## config.mk

```make
export PLATFORM = sky130hd
export DESIGN_NAME = ex_hazard_controller
export DESIGN_NICKNAME = d
export VERILOG_FILES = /design/src/rtl/ex_hazard_controller.sv
export SDC_FILE = /design/constraint.sdc
export NUM_CORES = 1
export LEC_CHECK = 0
export CAP_MARGIN = 20
export CORE_AREA = 5 5 60 89
export CTS_CLUSTER_DIAMETER = 40
export CTS_CLUSTER_SIZE = 14
export DETAILED_ROUTE_END_ITERATION = 8
export DIE_AREA = 0 0 65 94
export PLACE_DENSITY = 0.91
export SYNTH_ARGS = -nofsm -noshare
export SYNTH_HDL_FRONTEND = slang
export SYNTH_SLANG_ARGS = --single-unit
```

## constraint.sdc

```tcl
create_clock -name i_clk -period 5.2 [get_ports i_clk]
set_input_delay 0.52 -clock i_clk [delete_from_list [all_inputs] [get_ports i_clk]]
set_output_delay 0.52 -clock i_clk [all_outputs]
set_load 0.1 [all_outputs]
```

## src/rtl/ex_hazard_controller.sv

```systemverilog
// EX-stage hazard and sequencing controller: operand forwarding selects,
// load-use stall sequencing, redirect flush sequencing and saturating
// event counters for performance debug.
//
// state    | meaning
// ---------+-----------------------------------------------------------
// ST_RUN   | normal flow; redirect flushes, load-use hazard stalls
// ST_STALL | front end held; down-counter runs out the remaining cycles
// ST_FLUSH | one cycle after a redirect; hazard masked (ID is squashed)
module ex_hazard_controller #(
  parameter int RegBits     = 5,
  parameter int StallCycles = 1,
  parameter int CounterBits = 16
) (
  input  logic                   i_clk,
  input  logic                   i_reset,
  input  logic [RegBits-1:0]     i_id_rs,
  input  logic [RegBits-1:0]     i_id_rt,
  input  logic                   i_id_uses_rs,
  input  logic                   i_id_uses_rt,
  input  logic [RegBits-1:0]     i_ex_rs,
  input  logic [RegBits-1:0]     i_ex_rt,
  input  logic [RegBits-1:0]     i_ex_write_reg,
  input  logic                   i_ex_mem_read,
  input  logic [RegBits-1:0]     i_mem_write_reg,
  input  logic                   i_mem_reg_write,
  input  logic [RegBits-1:0]     i_wb_write_reg,
  input  logic                   i_wb_reg_write,
  input  logic                   i_jump_or_branch,
  output logic [1:0]             o_forward_a,
  output logic [1:0]             o_forward_b,
  output logic                   o_pc_write,
  output logic                   o_if_id_write,
  output logic                   o_id_ex_bubble,
  output logic                   o_if_id_flush,
  output logic                   o_id_ex_flush,
  output logic [CounterBits-1:0] o_stall_count,
  output logic [CounterBits-1:0] o_flush_count
);

  localparam int SCW = $clog2(StallCycles) + 1;
  localparam logic [SCW-1:0] STALL_LOAD = SCW'(StallCycles - 1);
  localparam bit MULTI_STALL = (StallCycles > 1);

  typedef enum logic [1:0] {ST_RUN, ST_STALL, ST_FLUSH} state_t;

  state_t                 r_state;
  logic [SCW-1:0]         r_stall_cnt;
  logic [CounterBits-1:0] r_stall_count;
  logic [CounterBits-1:0] r_flush_count;

  state_t         w_state_nxt;
  logic [SCW-1:0] w_stall_cnt_nxt;
  logic [SCW-1:0] w_stall_cnt_dec;
  logic           w_hazard;
  logic           w_pc_write;
  logic           w_if_id_write;
  logic           w_bubble;
  logic           w_flush;
  logic           w_mem_hit_a, w_mem_hit_b, w_wb_hit_a, w_wb_hit_b;

  // Forwarding match terms; register 0 never forwards.
  always_comb begin
    w_mem_hit_a = i_mem_reg_write && (i_mem_write_reg != '0) && (i_mem_write_reg == i_ex_rs);
    w_mem_hit_b = i_mem_reg_write && (i_mem_write_reg != '0) && (i_mem_write_reg == i_ex_rt);
    w_wb_hit_a  = i_wb_reg_write && (i_wb_write_reg != '0) && (i_wb_write_reg == i_ex_rs);
    w_wb_hit_b  = i_wb_reg_write && (i_wb_write_reg != '0) && (i_wb_write_reg == i_ex_rt);
  end

  // Operand selects: MEM result is newer than WB, so it wins.
  always_comb begin
    o_forward_a = 2'd0;
    o_forward_b = 2'd0;
    if (!i_reset) begin
      if (w_mem_hit_a)     o_forward_a = 2'd2;
      else if (w_wb_hit_a) o_forward_a = 2'd1;
      if (w_mem_hit_b)     o_forward_b = 2'd2;
      else if (w_wb_hit_b) o_forward_b = 2'd1;
    end
  end

  // Load-use hazard against either source the ID instruction actually reads.
  always_comb begin
    w_hazard = i_ex_mem_read && (i_ex_write_reg != '0) &&
               ((i_id_uses_rs && (i_id_rs == i_ex_write_reg)) ||
                (i_id_uses_rt && (i_id_rt == i_ex_write_reg)));
  end

  // Next-state and control decode; controls react in the same cycle.
  always_comb begin
    w_state_nxt     = r_state;
    w_stall_cnt_nxt = r_stall_cnt;
    w_stall_cnt_dec = r_stall_cnt - 1'b1;
    w_pc_write      = 1'b1;
    w_if_id_write   = 1'b1;
    w_bubble        = 1'b0;
    w_flush         = 1'b0;
    case (r_state)
      ST_RUN: begin
        if (i_jump_or_branch) begin
          w_flush     = 1'b1;
          w_state_nxt = ST_FLUSH;
        end else if (w_hazard) begin
          w_pc_write    = 1'b0;
          w_if_id_write = 1'b0;
          w_bubble      = 1'b1;
          if (MULTI_STALL) begin
            w_stall_cnt_nxt = STALL_LOAD;
            w_state_nxt     = ST_STALL;
          end
        end
      end
      ST_STALL: begin
        if (i_jump_or_branch) begin
          w_flush         = 1'b1;
          w_stall_cnt_nxt = '0;
          w_state_nxt     = ST_FLUSH;
        end else begin
          w_pc_write      = 1'b0;
          w_if_id_write   = 1'b0;
          w_bubble        = 1'b1;
          w_stall_cnt_nxt = w_stall_cnt_dec;
          if (w_stall_cnt_dec == '0) w_state_nxt = ST_RUN;
        end
      end
      ST_FLUSH: begin
        if (i_jump_or_branch) w_flush = 1'b1;
        else                  w_state_nxt = ST_RUN;
      end
      default: begin
        w_state_nxt     = ST_RUN;
        w_stall_cnt_nxt = '0;
      end
    endcase
    if (i_reset) begin
      w_pc_write    = 1'b1;
      w_if_id_write = 1'b1;
      w_bubble      = 1'b0;
      w_flush       = 1'b0;
    end
  end

  // State and stall down-counter.
  always_ff @(posedge i_clk or posedge i_reset) begin
    if (i_reset) begin
      r_state     <= ST_RUN;
      r_stall_cnt <= '0;
    end else begin
      r_state     <= w_state_nxt;
      r_stall_cnt <= w_stall_cnt_nxt;
    end
  end

  // Saturating event counters; they stick at all-ones.
  always_ff @(posedge i_clk or posedge i_reset) begin
    if (i_reset) begin
      r_stall_count <= '0;
      r_flush_count <= '0;
    end else begin
      if (w_bubble && (r_stall_count != '1)) r_stall_count <= r_stall_count + 1'b1;
      if (w_flush && (r_flush_count != '1))  r_flush_count <= r_flush_count + 1'b1;
    end
  end

  assign o_pc_write     = w_pc_write;
  assign o_if_id_write  = w_if_id_write;
  assign o_id_ex_bubble = w_bubble;
  assign o_if_id_flush  = w_flush;
  assign o_id_ex_flush  = w_flush;
  assign o_stall_count  = r_stall_count;
  assign o_flush_count  = r_flush_count;

endmodule

```

* After elaboration in Yosys (flattened, before gate mapping)
Index checks and enable logic that the tools add are counted.
Operators by class: add/subtract/negate cells 3, multiply operators 0, div/mod/pow operators 0, $lt $le $gt $ge 0, eq/ne operators 13, shift-type cells 0, multiplexer cells 25, bitwise gates (word level) 0, reductions and logical operators 20
Operator list (count):
- $add A16 B1 Y16 const B | 2
- $ne A16 B16 Y1 const B | 2
- $eq A5 B5 Y1 | 6
- $mux W2 | 8
- $reduce_bool A5 Y1 | 3
- $mux W1 | 13
- $logic_and A1 B1 Y1 | 12
- $pmux W1 S2 | 3
- $pmux W2 S3 | 1
- $ne A2 B2 Y1 const B | 2
- $ne A3 B3 Y1 const B | 1
- $reduce_and A3 Y1 | 1
- $reduce_or A3 Y1 | 1
- $eq A2 B1 Y1 const B | 1
- $eq A2 B2 Y1 const B | 1
- $logic_not A2 Y1 | 1
- $reduce_or A2 Y1 | 1
- $logic_or A1 B1 Y1 | 1
- $sub A1 B1 Y1 const B | 1
Storage, ports and cells: register bits after elaboration 35, latch bits 0, RAM bits 0, ROM bits 0, input bits 43, output and inout port bits 41, logic and storage cells 65, memories kept 0

* Longest topological paths before layout
depth after elaboration 9, mapped depth 6, mapped depth without buffers 6

* Least setup slack after synthesis
OpenSTA, ideal clock, no wires.
kind input to output, from input port i_reset, to output port o_forward_a[0], arrival 4795 ps, data required time 4680 ps, path slack -115 ps, stages on the path 4, buffers on the path 0, cells stage by stage inv_1 > o211ai_1 > or4_1 > nor4_1
Between the ends: cells in the longest elaborated chain, start to end 1
Ends and longest elaborated chain:
- from (decl) | line 16 | input logic i_reset,
- $mux W2 | line 74 | if (!i_reset) begin
- to (decl) | line 30 | output logic [1:0] o_forward_a,
Every way passes these cells.

* Final worst setup path
from input port i_ex_write_reg[1], to output port o_pc_write
Between the ends: cells in the longest elaborated chain, start to end 8, elaborated cells between the ends (all ways) 12, classes of those cells eq/ne (2); mux (4); reduce/logical (6)
Ends and longest elaborated chain:
- from (decl) | line 23 | input logic [RegBits-1:0] i_ex_write_reg,
- $eq A5 B5 Y1 (on tied branches) | line 85, 86
- $logic_and A1 B1 Y1 (on tied branches) | line 85, 86
- $logic_or A1 B1 Y1 | line 85 | ((i_id_uses_rs && (i_id_rs == i_ex_write_reg)) ||
- $logic_and A1 B1 Y1 * | line 84 | w_hazard = i_ex_mem_read && (i_ex_write_reg != '0) &&
- $mux W1 * | line 103 | end else if (w_hazard) begin
- $mux W1 * | line 100 | if (i_jump_or_branch) begin
- $pmux W1 S2 * | line 98 | case (r_state)
- $mux W1 * | line 135 | if (i_reset) begin
- to (decl) | line 32 | output logic o_pc_write,
Mark *: on every way between the ends. The rest lies on a longest branch, timed or not.

==> impl_results.md <==
- Static leakage: about 1.2 nW
- Final Wtd Congestion: around 0.81
- Post-synthesis register bit count: 33
- Worst-skew pair later-pin latency: about 0.28 ns
- Top-count cell post-synth: xnor2_1
- Layout cells sized above 1: 0.0865
- Cells after Synth: around 200
- Data required time of the worst path: around 4.7 ns
- Num Clock Sinks: 33
- Via count: 1843
- Most frequent cells after synthesis: xnor2_1 (41), dfrtp_1 (33), nand2_1 (17), xor2_1 (17), nand3_1 (15)
- WL per Instance: between 15 and 20 µm
- Final TNS setup: 0 ns
- Area Growth Syn to Fin: 48.7%
- Worst VDD drop: 0.364 mV
- Row count: 30
- First-pass GRT wire length: between 8000 and 9000 µm
- Htree depth: 2
- FFs w/ async S/R, synth: 1.00
- GRT Util Overall: 0.183
- Filler cells: 356
- Number of vias per cell: between 5 and 6
- Synth Net Count: 246
- F_max: between 0.2 and 0.3 GHz
- Critical-path top delay cell: clkdlybuf4s50_1
- Die W: 65 µm
- Min Tclk post-route: 3.78 ns
- Fin crit share: 0.728
- Postcts setup bufs: 0
- Cell area after layout: roughly 0.003 mm²
- CP Buf/Inv Count: 2
- Core area: 0.00447 mm²
- Final Hold Fails: 0
- Worst Tran Pin Value: ~0.99 ns
- Slew margin rel.: 0.340
- Clock tree buffer depth: 2
- Pin count of the biggest net entering global routing: 34
- Hold WC Path Type: reg2reg
- Post-synth EDFFs: 0
- Startpoint types: input port
- Distinct cells, synth: 34
- Crit Path Class: in2out
- Detailed placement HPWL: roughly 4300 µm
- IO buf count: 83
- Vias in the first global route: roughly 1900
- Remaining Overflow, GRT: 0
- Routed WL: approximately 5200 µm
- DP Area: 0.00288 mm²
- Ys Warns: 0
- Arrival time of the worst setup path: between 3 and 4 ns
- Netlist Area Pre-Place: roughly 0.002 mm²
- Worst Clk Skew: about 0.0036 ns
- CP dominant cell by count: clkdlybuf4s50_1
- Initial antenna violation count: 0
- Post-CTS Hold Buffers: 0
- Die Footprint: 0.00611 mm²
- Total CTS buffers: 5
- PwrDens: 284 mW/mm²
- Initial DRT Pass Iterations: 4
- Crit. End Element: primary output
- Dominant cell type by area after synthesis: dfrtp_1
- CTS tree: built
- Status: finished, final reports clean
- Crit path max-delay family: buffers and inverters
- Die H: roughly 94 µm
- Post-route ant nets: 0
- Fin. max-slew vios: 0
- Top cell type's share of synthesized area: 0.414
- Crit-path cells: clkdlybuf4s50_1 > or4_1 > o21ai_2 > nand2b_1 > clkdlybuf4s50_1
- Initial DRC Count: 51
- Clock-pin slew on the worst setup and hold paths: ~0.060 ns
- # IOs: 84
- Cts repair resizes: 0
- DRC: 0
- Unrepaired setup endpoints after global routing: no
- Synthesized area per cell: ~9.9 µm²
- Sequential area share after synthesis: 0.414
- Top_reg_cell synth: dfrtp_1
- Root Buffer: clkbuf_8
- Max cap viols: 0
- Crit-path max FO: 5
- Initial Util: 0.447
- Synth area leaders: dfrtp_1 (41%), xnor2_1 (18%), xor2_1 (7.5%)
- Slowest stage delay, CP: approximately 1.2 ns
- Antenna Cells: 0
- NumNets Final: ~330
- Finish-stage setup viols: 0
through the flow:
stage	cells	hold WS, ns	util	power (mW)	setup slack (ns)
final	337	0.494	0.665	0.844	1.42
after global routing	337	0.525	0.665	0.882	1.32
after CTS	337	0.499	0.665	0.852	1.41
after detailed placement	330	0.491	0.646	0.660	1.43
after global placement	330	0.482	0.646	0.655	1.45
after floorplan	201	0.618	-	0.549	1.05
registers in the layout, indices dropped and copies added (netlist names):
register       flops
r_state            1
o_flush_count     16
o_stall_count     16
cell type report:
type | instances | area [µm²] | area share
well taps | 48 | 60.1 | 0.0202
inverters | 4 | 15.0 | 0.00505
clock buffers | 7 | 86.3 | 0.0291
repair buffers | 85 | 838 | 0.282
flip-flops and latches | 33 | 826 | 0.278
multi-input cells | 160 | 1140 | 0.385
cell families after synthesis:
kind of cell	Yosys count	share of synthesized area
buffers and inverters	8	0.0194
xor gates and xnor gates	58	0.254
DFF	33	0.414
adders and majority gates	2	0.0125
and+or+nand+nor	87	0.246
muxes	3	0.0169
AOI/OAI and AO/OA	10	0.0376
power breakdown:
part | leakage [nW] | internal [mW] | total (mW) | switching, mW
Sequential | 0.449 | 0.281 | 0.312 | 0.0319
Combinational | 0.669 | 0.104 | 0.341 | 0.236
Clock | 0.0443 | 0.105 | 0.191 | 0.0857
Total | 1.16 | 0.490 | 0.844 | 0.354
cell usage in the layout (no fill, tap or decap), types with 3 or more instances in the layout:
master,instances
clkbuf_8,6
nand3_1,15
dfrtp_1,33
clkdlybuf4s50_1,80
xor2_1,17
and3_1,5
inv_1,4
buf_4,5
nor2_1,10
or4_1,5
nand2b_1,3
nand2_1,17
xnor2_1,41
nand4_1,11
and4_1,3
mux2_2,3
nor3_1,7
path summary, 6_finish.rpt:
check / startpoint / endpoint / slack (ns) / cells past startpoint
worst min register to register: o_flush_count[7] / o_flush_count[7] / 0.49 / 1
worst min-delay path: o_flush_count[7] / o_flush_count[7] / 0.49 / 1
worst max-delay path: i_ex_write_reg[1] / o_pc_write / 1.42 / 5
max in group asynchronous: i_reset / o_stall_count[2] / 4.10 / 3
worst max register to register: o_flush_count[0] / o_flush_count[3] / 3.38 / 6
min in group asynchronous: i_reset / o_flush_count[13] / 0.81 / 3
layer usage:
| metal | part of all wire | track usage | vias up |
|---|---|---|---|
| met2 | 0.53 | 0.339 | 84 |
| met4 | 0.023 | 0.0794 | 0 |
| li1 | - | - | 884 |
| met5 | 0 | 0 | - |
| met3 | 0.10 | 0.0611 | 9 |
| met1 | 0.35 | 0.181 | 866 |
Note: power is estimated with default switching activity, not from simulation.
